==> src/rtl/pipe_mux_nto1.sv <==
// pipe_mux_nto1
// Registered N-to-1 datapath multiplexer stage with a 1-entry skid buffer.
// Picks one of NUM_PORTS words per transfer and hands it across a pipeline
// stage boundary that may be stalled by the consumer.
//
// Ports:
//   clk        rising-edge clock
//   rst_n      synchronous active-low reset (highest priority)
//   flush      drops the main word, the skid word and any same-cycle accept
//   in_data    NUM_PORTS flattened words, port k at [k*WIDTH +: WIDTH]
//   in_sel     port select, sampled together with in_data
//   in_valid   producer offers a word
//   in_ready   block can take a word this cycle (registered)
//   out_data   registered selected word
//   out_valid  out_data holds a word
//   out_ready  consumer takes out_data this cycle
//   sel_err    sticky: some accepted transfer used in_sel >= NUM_PORTS
//
// Handshake: a word moves on a rising edge when valid && ready are both high
// on that interface. Once out_valid is high, out_data stays bit-stable until
// out_ready is seen. in_ready = !skid_valid, so it is a pure register output
// with no combinational path from out_ready.

module pipe_mux_nto1 #(
  parameter int WIDTH     = 32,
  parameter int NUM_PORTS = 3,
  parameter int SEL_W     = $clog2(NUM_PORTS)
) (
  input  logic                       clk,
  input  logic                       rst_n,
  input  logic                       flush,
  input  logic [NUM_PORTS*WIDTH-1:0] in_data,
  input  logic [SEL_W-1:0]           in_sel,
  input  logic                       in_valid,
  output logic                       in_ready,
  output logic [WIDTH-1:0]           out_data,
  output logic                       out_valid,
  input  logic                       out_ready,
  output logic                       sel_err
);

  logic [WIDTH-1:0] skid_data;
  logic             skid_valid;
  logic [WIDTH-1:0] sel_data;
  logic             sel_oor;
  logic             accept;
  logic             main_free;

  // Out-of-range selects fall back to port 0; only legal ports are ever
  // indexed, so nothing beyond the flattened bus is read.
  always_comb begin
    sel_data = in_data[0 +: WIDTH];
    for (int k = 1; k < NUM_PORTS; k++) begin
      if (in_sel == SEL_W'(k)) sel_data = in_data[k*WIDTH +: WIDTH];
    end
  end

  // One extra bit so the compare works even when NUM_PORTS is a power of two
  // (in which case it can never be true).
  assign sel_oor   = ({1'b0, in_sel} >= (SEL_W+1)'(NUM_PORTS));

  assign in_ready  = !skid_valid;
  assign accept    = in_valid && in_ready;
  assign main_free = !out_valid || out_ready;

  always_ff @(posedge clk) begin
    if (!rst_n) begin
      out_data   <= '0;
      out_valid  <= 1'b0;
      skid_data  <= '0;
      skid_valid <= 1'b0;
      sel_err    <= 1'b0;
    end else if (flush) begin
      // out_data is left as is; it is meaningless while out_valid is low.
      out_valid  <= 1'b0;
      skid_valid <= 1'b0;
      sel_err    <= 1'b0;
    end else begin
      if (accept && sel_oor) sel_err <= 1'b1;

      if (main_free) begin
        // The skid word is older than anything arriving now, so it goes
        // first. accept cannot coincide with skid_valid (in_ready is low).
        if (skid_valid) begin
          out_data   <= skid_data;
          out_valid  <= 1'b1;
          skid_valid <= 1'b0;
        end else if (accept) begin
          out_data  <= sel_data;
          out_valid <= 1'b1;
        end else begin
          out_valid <= 1'b0;
        end
      end else if (accept) begin
        // Main is stalled: park the new word so in_ready could stay
        // registered for this cycle.
        skid_data  <= sel_data;
        skid_valid <= 1'b1;
      end
    end
  end

endmodule

==> config.mk <==
export PLATFORM = sky130hd
export DESIGN_NAME = pipe_mux_nto1
export DESIGN_NICKNAME = d
export VERILOG_FILES = /design/src/rtl/pipe_mux_nto1.sv
export SDC_FILE = /design/constraint.sdc
export NUM_CORES = 1
export LEC_CHECK = 0
export ABC_AREA = 0
export CORE_UTILIZATION = 33
export DETAILED_ROUTE_END_ITERATION = 10
export GPL_TIMING_DRIVEN = 0
export PLACE_DENSITY = 0.68
export SLEW_MARGIN = 20
export SYNTH_ARGS = -nofsm -noshare
export SYNTH_HDL_FRONTEND = slang
export SYNTH_SLANG_ARGS = --single-unit
==> constraint.sdc <==
create_clock -name clk -period 1.4 [get_ports clk]
set_input_delay 0.35 -clock clk [delete_from_list [all_inputs] [get_ports clk]]
set_output_delay 0.35 -clock clk [all_outputs]
set_load 0.01 [all_outputs]
==> metrics.txt <==
final setup vio count=3; M1 GR Usage=0.298; Clock Sinks=67; leading area contributor after synthesis=dfxtp_1; Tmin final=1.48 ns; Final period util=1.05; Critical Path AT=1.13 ns; min-delay src=skid_data[30]; CP Launch Type=flop; max frequency=0.678 GHz; R2R Setup Slk=-0.02 ns; largest net degree at the start of global routing=11; most common cell in the netlist=dfxtp_1; CTS tree=built; Least-Margin Pin Slew=0.611 ns; antenna cells=0; sequential cell fraction of total power=0.429; DIE AREA=11500 µm²; critical path class=reg -> out; max-slew violations=0; reg2reg end=out_data[22]; cell leakage power=0.00235 µW; RR Startpoint=skid_valid; worst reg2reg path depth=6; clock root buffer=clkbuf_8; Core ar.=10500 µm²; initial antenna violation count=0; Placement Cell Area=5170 µm²; GR Overflow Total=0; first-pass GRT wire length=20500 µm; layout cells sized above 1=0.116; top_reg_cell synth=dfxtp_1; Mapped Nets=516; setup ws final=-0.0755 ns; gr busiest metal=met2; failing checks=setup timing; Worst Hold Depth=2; Ports=138; Post-synth EDFFs=0; Mapped Area=3640 µm²; Worst-path clk slew=0.07 ns; P&R area growth vs syn=53.7%; Comb pwr share=0.245; Global Route Usage Sum=0.229; #FFs+latches synth=67; hold-fix buffer count after cts=0; synth warn=0; filler cell count=1014; post-synthesis sequential area ratio=0.368; I/O Buffers=135; number of buffers created by CTS=9; Hold Fails Final Rpt=0; Hold Crit Class=reg -> reg; vias in the first global route=4004; internal power=3460 µW; average cell area after synthesis=8.82 µm²; Switching Fraction=0.266; fin nets=671; synth top area cells=dfxtp_1 (37%), mux2i_1 (8.8%), a211o_1 (7.7%); CTS H-tree depth=3; CP required=1.05 ns; CP Capture Type=output pin; CP Cell Sequence=buf_8 > clkbuf_16 > inv_4 > buf_6; Peak VDD IR=0.000463 V; Vias per Instance=5.57; antenna-violating nets left=0; TritonRoute pass-1 iters=5; Die X=107 µm; Routed WL=13200 µm; Slowest-stage cell, CP=dfxtp_4; Die H=107 µm; Slew headroom=0.593; Synth top area share=0.368; sw power=1260 µW; Worst path max stage delay=0.37 ns; Max Clock Skew=0.00953 ns; status=finished with violations; DR iter-0 viols=216; Final Power=4720 µW; Rows=37; DR vias=3937; Starting Density=0.346; post-synth cell types=26; design area=5600 µm²; CP max FO=8; wire per inst=18.6 µm; Clock power frac=0.327; post-DP HPWL=9310 µm; Cells after Synth=413; Worst Hold Margin=0.478 ns; pwr/cell area=843 nW/µm²; GR Util met3=0.0389; grt met2 use=0.377; Clock Latency Late Sink=0.33 ns; commonest cells in the netlist=dfxtp_1 (67), a21oi_1 (33), a31oi_1 (33), nand2_1 (33), nor2b_1 (33); fraction of registers with async set/reset=0; Remaining DRCs=0; GPL Wtd Cong=0.792; CTS max path bufs=2; unrepaired setup endpoints after global routing=true; WHS Endpoint=out_data[30]; Max Cap Violations=0
worst max-delay path by stage:
| stage | cells after the start | slack, ns | to | from |
|---|---|---|---|---|
| after floorplan | 6 | -0.01 | skid_data[29] | in_sel[0] |
| after global placement | 4 | -0.75 | in_ready | skid_valid |
| after detailed placement | 4 | -0.77 | in_ready | skid_valid |
| after CTS | 4 | -0.12 | in_ready | skid_valid |
| after global routing | 4 | -0.11 | in_ready | skid_valid |
| final | 4 | -0.08 | in_ready | skid_valid |
power by group through the flow:
| stage | Combinational (µW) | Clock, µW | Sequential, µW |
|---|---|---|---|
| finish | 1150 | 1540 | 2020 |
| global route | 1240 | 1640 | 2030 |
| CTS | 1130 | 1560 | 2020 |
| detailed placement | 1120 | 0 | 2070 |
| global placement | 1110 | 0 | 2070 |
| floorplan | 513 | 0 | 2090 |
per-stage QoR:
stage / cells / setup WS [ns] / setup TNS [ns] / util
detailed placement: 684 / -0.770 / -43.79 / 0.492
CTS: 704 / -0.123 / -0.123 / 0.527
global route: 707 / -0.113 / -2.02 / 0.533
finish: 707 / -0.0755 / -0.105 / 0.533
global placement: 684 / -0.745 / -42.45 / 0.492
floorplan: 413 / -0.0102 / -0.179 / -
cells by family (layout without fill, tap and decap cells):
| kind of cell | count (synthesis) | after routing | synth area share |
|---|---|---|---|
| compound gates | 195 | 195 | 0.368 |
| simple gates | 74 | 74 | 0.106 |
| flops | 67 | 67 | 0.368 |
| buf+inv | 45 | 203 | 0.0694 |
| mux | 32 | 32 | 0.0880 |
state kept, by name, summed over array words and instances (netlist names):
signal,flops
out_valid,1
skid_valid,1
skid_data,32
sel_err,1
out_data,32
cells in the final DEF, fill, tap and decap left out, types with 2 or more instances in the layout:
cell type,instances
clkbuf_16,3
nand2b_1,2
buf_12,4
clkinv_2,2
nor2b_4,2
nand2_1,32
mux2i_1,32
dlygate4sd2_1,38
clkbuf_8,12
buf_4,7
nor2_1,2
a31oi_1,33
a21oi_1,33
clkbuf_1,11
a211oi_1,32
buf_8,5
a22o_1,32
a211o_1,32
nor2b_1,32
clkbuf_4,3
dfxtp_1,65
clkdlybuf4s50_1,96
buf_2,7
clkbuf_2,7
o21ai_0,31
buf_6,5
worst max-delay path: cells and delay by family (launching register included):
kind,cells,cell delay (ns)
buffers and inverters,4,0.42
DFF,1,0.37
routing by layer:
metal	wire [µm]	up-vias
met1	5790	1895
li1	-	1877
met3	909	18
met4	270	0
met2	6200	147
met5	0	-
cell type report:
class / instances / area, µm² / share of cell area
buffer: 44 / 392 / 0.0700
clock inverter: 3 / 40.0 / 0.00715
timing repair buffer: 144 / 1430 / 0.255
clock buffer: 11 / 141 / 0.0253
inverter: 1 / 6.26 / 0.00112
sequential: 67 / 1350 / 0.241
tap: 136 / 170 / 0.0304
multi-input combinational: 301 / 2070 / 0.371
timing repair:
| action | 4_1_cts | 5_1_grt |
|---|---|---|
| pin swaps | 3 | 33 |
| setup endpoints to repair | 98 | 60 |
| hold endpoints to repair | 0 | 0 |
| gates resized for setup | 95 | 13 |
| gates cloned | 1 | 2 |
| setup buffers | 5 | 1 |
No activity file was read; power rests on OpenSTA's default activity.
